**src/rtl/popcount_scheduler.sv**
```systemverilog
// popcount_scheduler: one shared registered popcount datapath serving NREQ
// requesters through a round-robin arbiter. Each job runs
// IDLE (grant and capture) -> COUNT (compute) -> RESP (hold until accepted).
// Ports:
//   clk, reset   rising-edge clock, asynchronous active-high reset
//   req          per-requester request, held until its ack
//   req_data     packed operands; requester i owns [i*DW +: DW]
//   ack          one-hot single-cycle capture acknowledge
//   res_valid    result available; res_ready is the consumer accept
//   res_count    number of set bits in the captured operand
//   res_id       requester that owns res_count
//   busy         high whenever the FSM is not idle
module popcount_scheduler #(
  parameter int unsigned NREQ = 4,
  parameter int unsigned DW   = 8,
  parameter int unsigned CW   = $clog2(DW + 1),
  parameter int unsigned IDW  = $clog2(NREQ)
) (
  input  logic                clk,
  input  logic                reset,
  input  logic [NREQ-1:0]     req,
  input  logic [NREQ*DW-1:0]  req_data,
  output logic [NREQ-1:0]     ack,
  output logic                res_valid,
  input  logic                res_ready,
  output logic [CW-1:0]       res_count,
  output logic [IDW-1:0]      res_id,
  output logic                busy
);

  typedef enum logic [1:0] {
    IDLE  = 2'd0,
    COUNT = 2'd1,
    RESP  = 2'd2
  } state_t;

  state_t          state;
  logic [DW-1:0]   operand;
  logic [IDW-1:0]  last_grant;

  logic            grant_found;
  logic [IDW-1:0]  grant_idx;
  int unsigned     cand;
  logic [CW-1:0]   ones;

  // Round-robin pick: first pending request starting just after the last grant.
  always_comb begin
    grant_found = 1'b0;
    grant_idx   = '0;
    cand        = 0;
    for (int unsigned k = 0; k < NREQ; k++) begin
      cand = (32'(last_grant) + 32'd1 + k) % NREQ;
      if (!grant_found && req[IDW'(cand)]) begin
        grant_found = 1'b1;
        grant_idx   = IDW'(cand);
      end
    end
  end

  // Ones count over the captured operand; CW is wide enough to hold DW.
  always_comb begin
    ones = '0;
    for (int unsigned i = 0; i < DW; i++) begin
      ones = ones + CW'(operand[i]);
    end
  end

  // Sequencer with registered outputs; pointer resets so requester 0 wins first.
  always_ff @(posedge clk or posedge reset) begin
    if (reset) begin
      state      <= IDLE;
      ack        <= '0;
      res_valid  <= 1'b0;
      res_count  <= '0;
      res_id     <= '0;
      busy       <= 1'b0;
      operand    <= '0;
      last_grant <= IDW'(NREQ - 1);
    end else begin
      case (state)
        IDLE: begin
          if (grant_found) begin
            operand    <= req_data[32'(grant_idx) * DW +: DW];
            res_id     <= grant_idx;
            ack        <= NREQ'(1) << grant_idx;
            last_grant <= grant_idx;
            busy       <= 1'b1;
            state      <= COUNT;
          end
        end
        COUNT: begin
          res_count <= ones;
          res_valid <= 1'b1;
          ack       <= '0;
          state     <= RESP;
        end
        RESP: begin
          if (res_ready) begin
            res_valid <= 1'b0;
            busy      <= 1'b0;
            state     <= IDLE;
          end
        end
        default: begin
          ack       <= '0;
          res_valid <= 1'b0;
          busy      <= 1'b0;
          state     <= IDLE;
        end
      endcase
    end
  end

endmodule

```
**config.mk**
```make
export PLATFORM = sky130hd
export DESIGN_NAME = popcount_scheduler
export DESIGN_NICKNAME = d
export VERILOG_FILES = /design/src/rtl/popcount_scheduler.sv
export SDC_FILE = /design/constraint.sdc
export NUM_CORES = 1
export LEC_CHECK = 0
export CAP_MARGIN = 25
export CORE_ASPECT_RATIO = 0.75
export CORE_MARGIN = 2
export CORE_UTILIZATION = 24
export DETAILED_ROUTE_END_ITERATION = 8
export GPL_ROUTABILITY_DRIVEN = 0
export PLACE_DENSITY_LB_ADDON = 0.05
export SLEW_MARGIN = 25
export SYNTH_ARGS = -nofsm -noshare
export SYNTH_HDL_FRONTEND = slang
export SYNTH_SLANG_ARGS = --single-unit
export TNS_END_PERCENT = 100
```
**constraint.sdc**
```tcl
create_clock -name clk -period 5.31 [get_ports clk]
set_clock_uncertainty 0.15 [all_clocks]
set_input_delay 1.3275 -clock clk [delete_from_list [all_inputs] [get_ports clk]]
set_output_delay 1.3275 -clock clk [all_outputs]
set_load 0.005 [all_outputs]
```
**Word-level counts from Yosys, hierarchy flattened**

Index checks and enable logic that the tools add are counted.

- $add $sub $neg: 11
- Magnitude comparators: 4
- Equality and inequality tests: 4
- Shift-type cells: 2
- Muxes and demuxes: 25
- Bitwise logic cells: 3
- Reductions and logical operators: 12

Operators by type and width:

| cell | number |
|---|---|
| $shiftx A32 B6 Y8 | 1 |
| $add A4 B1 Y4 | 4 |
| $lt A2 B3 Y1 const B | 4 |
| $mux W2 | 6 |
| $mux W1 | 10 |
| $bmux W1 S2 | 4 |
| $pmux W4 S2 | 1 |
| $reduce_and A2 Y1 | 4 |
| $pmux W1 S3 | 2 |
| $pmux W2 S3 | 1 |
| $add A2 B1 Y2 const B | 2 |
| $add A2 B2 Y2 const B | 2 |
| $add A3 B1 Y4 | 1 |
| $mux W4 | 1 |
| $ne A2 B2 Y1 const B | 2 |
| $shl A1 B2 Y4 const A | 1 |
| $add A2 B1 Y3 | 1 |
| $logic_and A1 B1 Y1 | 3 |
| $logic_not A1 Y1 | 3 |
| $not A1 Y1 | 3 |
| $reduce_and A3 Y1 | 1 |
| $add A1 B1 Y2 | 1 |
| $eq A2 B1 Y1 const B | 1 |
| $eq A2 B2 Y1 const B | 1 |
| $logic_not A2 Y1 | 1 |

- Register bits: 24
- Input bits: 39
- Logic and storage cells: 69

**Longest topological paths before layout**

Gate-level depths: netlist (run 1).

- Word-level depth: 16
- Depth in mapped cells: 10
- Gate-level depth less buffers: 10

**Worst setup path after synthesis (run 1)**

No wires, ideal clock.

- Path type: reg-to-reg
- Start: register operand[0]
- End: register res_count[2]
- Arrival: 2717 ps
- Data required time: 5077 ps
- Slack: 2360 ps
- Stages on the path, launching flop included: 11
- Cell sequence: dfrtp_1 -> fa_1 -> inv_1 -> fa_1 -> fa_1 -> inv_1 -> ha_1 -> inv_1 -> fa_1 -> xor2_1 -> o21ai_0

- Word-level cells in the longest chain between the ends: 7

Ends and longest elaborated chain:

| item | line | source |
|---|---|---|
| start: declaration | 38 | `logic [DW-1:0] operand;` |
| start signal: assignment | 83 | `operand <= req_data[32'(grant_idx) * DW +: DW];` |
| $add A1 B1 Y2 | 64 | `ones = ones + CW'(operand[i]);` |
| $add A2 B1 Y3 | 64 |  |
| $add A3 B1 Y4 | 64 |  |
| $add A4 B1 Y4 (4 in series) | 64 |  |
| end signal: assignment | 92 | `res_count <= ones;` |
| end: declaration | 26 | `output logic [CW-1:0] res_count,` |

Every way passes these cells.
A chain may end at the register's enable or synchronous reset.

**Worst setup path after layout (run 1)**

- Start: input req[1]
- End: register operand[4]

- Word-level cells in the longest chain between the ends: 13
- Elaborated cells between the ends (all ways): 24

Ends and longest elaborated chain:

| item | line | source |
|---|---|---|
| start: declaration | 21 | `input logic [NREQ-1:0] req,` |
| $bmux W1 S2 | 53 | `if (!grant_found && req[IDW'(cand)]) begin` |
| $mux W1 (implied by the code) | 53 |  |
| $mux W1 | 53 |  |
| $logic_not A1 Y1 | 53 |  |
| $logic_and A1 B1 Y1 | 53 |  |
| $mux W1 | 53 |  |
| $logic_not A1 Y1 | 53 |  |
| $logic_and A1 B1 Y1 | 53 |  |
| $mux W1 | 53 |  |
| $logic_not A1 Y1 | 53 |  |
| $logic_and A1 B1 Y1 | 53 |  |
| $mux W2 or $mux W1 (tied branches) | 53 |  |
| $shiftx A32 B6 Y8 or $reduce_and A2 Y1 (tied branches) | n/a |  |

Several ways; a longest one is shown, not always the timed one. The select of a mux whose other input is x is not followed.

==> impl_metrics.yaml, run 1 <==
outcome:
  status: "finished, final reports clean"
synthesis:
  synth-edff-count: 0
  avgSynthCellArea_um2: 10.6
  synthCells: 133
  mappedNetlistArea_um2: 1420
  yosysWarnings: 0
  synth_area_leaders: "dfrtp_1 (39%), mux2i_1 (12%), o221ai_2 (9.5%), nand2_1 (5.8%), fa_1 (5.7%)"
  ys_ff_latch: 24
  synth_seq_area_share_pct: 42.6
  synth_top_cell_by_area: "dfrtp_1"
  synthDistinctLibCells: 28
  synth_commonest_cells: "dfrtp_1 (22), nand2_1 (22), mux2i_1 (17), inv_1 (13), o221ai_2 (9)"
  synthArstFlopShare_pct: 100
  synthFlopType: "dfrtp_1"
  synth.net_count: 179
  netlist.area_leader.share_pct: 38.9
route:
  drt_iter0_markers: 23
  wl_per_cell_um: 12.7
  wl_met1_um: 1670
  highest_layer: "met4"
  wl_met2_um: 1460
  num_vias: 1085
  postRouteAntennaNets: 0
  met3WireLength_um: 166
  drt_wl_total_um: 3310
  drt_pass1_iterations: 3
  viasPerCell: 4.17
  drc: 0
grt:
  track_usage_pct: 11.1
  grt_max_degree: 25
  grt_pass1_vias: 1181
  antenna_found_initial: 0
  grt_pass1_wl_um: 5750
  grt-ovfl-total: 0
setup_path:
  cp_cell_sequence: "clkdlybuf4s50_1 -> nor4_1 -> or3_4 -> inv_4 -> nand2b_1 -> o221ai_2"
  crit_path_max_incr_delay_ns: 0.47
  endpoint_kind: "flip-flop"
  startpoint_type: "primary input"
  path_class: "primary input to flip-flop"
  worstPathMaxFanout: 13
  slowest_stage: "clkdlybuf4s50_1"
  cp_data_arrival_time_ns: 3.18
  cp.required_ns: 5.29
timing:
  fmax_mhz: 312
  fin_crit_sh_pct: 60.3
  tns_ns: 0
  period_minus_slack_ns: 3.20
  slew_violations: 0
  grt_setup_unrepaired: "no"
  slew_headroom_pct: 41.3
  finalHoldViolations: 0
  worst_slew_pin_slew_ns: 0.875
  setup_viol: 0
placed_design:
  hpwl_um: 2570
  portBuffers: 50
pwr:
  peakVddDrop_uv: 288
  power.leakage_nw: 0.890
  power_density_nw_per_um2: 593
die:
  io_pins: 51
  die_area_um2: 6530
  die_h_um: 70.5
  core_area_um2: 5770
  num_rows: 24
  start_util_pct: 24.5
  die_w_um: 92.7
clock_network:
  postCtsSetupBuffers: 0
  path_clk_slew_ns: 0.09
  ctsHoldBuffers: 0
  cts_buffers: 3
  cts_tree: "yes"
  cts-htree-levels: 1
  cts.sinks: 24
  cts_root_buf: "clkbuf_8"
  clkLatencyLatePin_ns: 0.27
  cts_resized: 0
  clockBufferDepth: 2
cells_and_area:
  num_antenna_cells: 0
  utilization_pct: 35.4
  nets: 229
  fillers: 595
  area_growth_pct: 44.3
  drive_gt1_share_pct: 11.5
min_path:
  min_path_type: "flip-flop to flip-flop"
flow_run:
  maxCapViolCount: 0
==> registers in the layout, indices dropped and copies added, names as in the netlist <==
signal,flops
res_id,2
last_grant,2
ack,4
res_valid,1
state,2
busy,1
operand,8
res_count,4
==> cell usage in the layout (no fill, tap or decap) <==
cell type and n:
dfstp_2 2, bufinv_16 1, ha_1 3, and2b_1 1, nand2_1 22, nand2b_1 5
a21oi_1 3, clkbuf_8 3, a31oi_1 1, fa_1 4, dfrtp_1 22, mux2i_1 17
nor4_1 1, buf_4 1, o21ai_0 4, mux2_2 1, xor2_1 1, a21oi_2 1
clkinv_1 1, nor2_1 7, inv_4 1, clkdlybuf4s50_1 50, o21ai_1 4, o221ai_2 9
nand2_2 1, inv_1 12, a21o_1 1, o21a_1 2, or3_4 1
==> final cells by class <==
| cell class | instances | area (um^2) | area share (%) |
|---|---|---|---|
| repair buffers | 51 | 508 | 24.9 |
| multi-input cells | 89 | 707 | 34.6 |
| clock buffers | 3 | 41.3 | 2.02 |
| clock inverters | 1 | 30.0 | 1.47 |
| flip-flops and latches | 24 | 603 | 29.5 |
| well taps | 78 | 97.6 | 4.78 |
| inverters | 14 | 55.1 | 2.70 |
==> worst max-delay path, delay by kind of cell <==
| kind | cells | cell delay (ns) |
|---|---|---|
| AND/OR/NAND/NOR | 3 | 1.15 |
| AO/OA/AOI/OAI | 1 | 0.16 |
| buffers and inverters | 2 | 0.54 |
==> report_power, final <==
group | internal, W | switching, W
Clock | 0.000101 | 0.0000584
Sequential | 0.000280 | 0.0000642
Combinational | 0.000356 | 0.000351
Total | 0.000737 | 0.000474
==> per-stage QoR <==
stage | area (um^2) | instances | hold WS [ns] | total power, W | worst slack [ns]
finish | 2040 | 260 | 0.337 | 0.00121 | 2.11
detailed placement | 1970 | 256 | 0.317 | 0.00107 | 1.79
global route | 2040 | 260 | 0.372 | 0.00136 | 1.98
global placement | 1970 | 256 | 0.320 | 0.00106 | 1.87
floorplan | 1420 | 133 | 0.308 | 0.000837 | 2.36
CTS | 2040 | 260 | 0.339 | 0.00125 | 2.08
==> cell families after synthesis <==
| kind of cell | Yosys count | share of synthesized area (%) |
|---|---|---|
| and+or+nand+nor | 38 | 12.1 |
| xor gates and xnor gates | 1 | 0.619 |
| adders and majority gates | 7 | 8.31 |
| AOI/OAI and AO/OA | 25 | 16.1 |
| buffers and inverters | 20 | 7.43 |
| DFF | 24 | 42.6 |
| muxes | 18 | 12.8 |
==> layer usage <==
layer | track usage (%) | vias up
met5 | 0 | -
met4 | 1.47 | 0
met3 | 3.13 | 2
met2 | 18.2 | 26
met1 | 15.0 | 507
li1 | - | 550
==> path summary, 6_finish.rpt <==
path	from	endpoint	slack, ns	cells past startpoint
worst max-delay path	req[1]	operand[4]	2.11	6
worst min-delay path	res_id[1]	res_id[1]	0.34	2
worst max register to register	operand[0]	res_count[2]	2.17	10
worst min register to register	res_id[1]	res_id[1]	0.34	2
max in group asynchronous	reset	operand[2]	3.31	2
min in group asynchronous	reset	operand[6]	1.29	2
No activity file was read; power rests on OpenSTA's default activity.
==> run 2: changes to the inputs <==
clock period = 2.7 ns   (was 5.31 ns; I/O delays follow)
==> run 2 against run 1 <==
  * The flow now finishes with violations (setup timing)
  * Via count up 3.1%
  * Hold slack lost 0.0054 ns
  * Core utilization grew 1.2 points
  * Cell area grew 3.2%
  * Register-to-register slack worse by 2.5 ns
  * Sequential power is 96% higher
  * Wire length increased by 3.1%
  * Flip-flop and latch count unchanged
  * Non-clock buffer count grew 4
  * Worst setup slack worse by 2.4 ns
  * Cell count increased by 1.5%
  * Die area is the same
  * Largest power group unchanged
  * Highest routed layer unchanged
==> impl_metrics.yaml, run 2 (synthesis results as in run 1) <==
clock_network:
  cts_tree: "yes"
  clkLatencyLatePin_ns: 0.26
  cts.sinks: 24
  cts_buffers: 3
  clockBufferDepth: 2
  ctsHoldBuffers: 0
  cts-htree-levels: 1
  path_clk_slew_ns: 0.09
  cts_root_buf: "clkbuf_8"
setup_path:
  crit_buf_inv: 3
  slowest_stage: "fa_1"
  cp.required_ns: 2.70
  critPathTopFamily: "adder cells"
  worstPathMaxFanout: 2
  r2r-start: "operand[0]"
  path_class: "flip-flop to flip-flop"
  cp_cell_sequence: "fa_1 -> inv_1 -> fa_1 -> fa_1 -> inv_2 -> ha_4 -> inv_2 -> fa_2 -> o21ai_1"
  crit_start: "operand[0]"
  crit_path_max_incr_delay_ns: 0.53
  startpoint_type: "flip-flop"
  cp_data_arrival_time_ns: 3.00
  reg2reg_depth: 9
  endpoint_kind: "flip-flop"
  crit_path_frequent_cell: "fa_1"
  crit_cells: 9
cells_and_area:
  drive_gt1_share_pct: 15.6
  multi_input_area_um2: 722
  finalNonFillerCells: 264
  area_growth_pct: 49.0
  register_area_um2: 603
  mostFrequentLayoutCells: "clkdlybuf4s50_1 (50), nand2_1 (22), dfrtp_1 (22)"
  largestRegisters: "operand x8, ack x4, res_count x4"
  fillers: 589
  final_common_cell: "clkdlybuf4s50_1"
  top_register: "operand"
  num_antenna_cells: 0
  largest_reg_flops: 8
  nets: 233
timing:
  slew_violations: 0
  finalHoldViolations: 0
  fin_crit_sh_pct: 111
  slew_headroom_pct: 74.1
  period_minus_slack_ns: 3.01
  worst_slew_pin_slew_ns: 0.385
  fin_ws_ns: -0.305
  setup_viol: 4
  fmax_mhz: 333
  grt_setup_unrepaired: "yes"
route:
  wl_per_cell_um: 12.9
  drc: 0
  postRouteAntennaNets: 0
  drt_iter0_markers: 36
  num_vias: 1119
  viasPerCell: 4.24
  drt_wl_total_um: 3410
  drt_pass1_iterations: 4
pwr:
  power.leakage_nw: 0.919
  peakVddDrop_uv: 634
  p_total_w: 0.00251
  power_density_nw_per_um2: 1190
grt:
  grt_max_degree: 21
  track_usage_pct: 11.4
  grt_pass1_wl_um: 5890
  grt_pass1_vias: 1209
  grt-ovfl-total: 0
  antenna_found_initial: 0
placed_design:
  portBuffers: 50
  place_ws_ns: -0.384
  hpwl_um: 2650
  place_inst: 260
outcome:
  status: "complete, but fails checks"
  violations: "setup timing"
flow_run:
  maxCapViolCount: 0
min_path:
  min_path_type: "flip-flop to flip-flop"
  hold_depth: 2
  min-delay-start: "res_id[1]"
die:
  start_util_pct: 24.5
  die_area_um2: 6530
  die_w_um: 92.7
  core_area_um2: 5770
  num_rows: 24
  io_pins: 51
  die_h_um: 70.5
## run 2: cell type report
cell class | instances | share of cell area, %
timing repair buffer | 55 | 27.3
inverter | 14 | 2.61
multi-input combinational | 89 | 34.2
clock buffer | 4 | 2.61
tap | 78 | 4.63
sequential | 24 | 28.6
## run 2: per-layer routing
| metal | vias to the layer above | part of all wire, % | global-route usage (%) | wire length (um) |
|---|---|---|---|---|
| met3 | 2 | 6.3 | 4.10 | 216 |
| met5 | - | 0 | 0 | 0 |
| met4 | 0 | 0.50 | 1.96 | 17 |
| li1 | 563 | - | - | - |
| met1 | 525 | 53 | 16.5 | 1800 |
| met2 | 29 | 40 | 16.7 | 1380 |
## run 2: worst paths after layout
kind	to	slack, ns
worst max-delay path	res_count[1]	-0.31
worst min-delay path	res_id[1]	0.33
worst max register to register	res_count[1]	-0.31
worst min register to register	res_id[1]	0.33
max in group asynchronous	ack[3]	1.36
min in group asynchronous	res_valid	0.49
## run 2: repair_timing
| item | CTS | global route |
|---|---|---|
| pin swaps | 0 | 1 |
| setup buffers | 0 | 0 |
| endpoints found under the setup margin | 4 | 4 |
| gates resized for setup | 5 | 0 |
## run 2: report_power, final
group | total (W) | switching (W) | internal [W]
registers | 0.000676 | 0.000124 | 0.000551
clock network | 0.000244 | 0.000114 | 0.000130
logic | 0.00159 | 0.000756 | 0.000832
## run 2: through the flow
stage                     TNS [ns]  hold WS [ns]  cell area [um^2]  util, %
after floorplan             -0.425         0.308              1420        -
after global placement      -0.743         0.316              2040     35.4
after detailed placement    -0.871         0.314              2040     35.4
after CTS                   -0.733         0.335              2110     36.6
after global routing         -1.11         0.385              2110     36.6
final                       -0.654         0.332              2110     36.6
## run 2: worst register-to-register path: cells and delay by family, from the launching register on
kind	cells	cell delay, ns
AOI/OAI and AO/OA	1	0.06
DFF	1	0.41
buffers and inverters	3	0.16
adders and majority gates	5	2.11
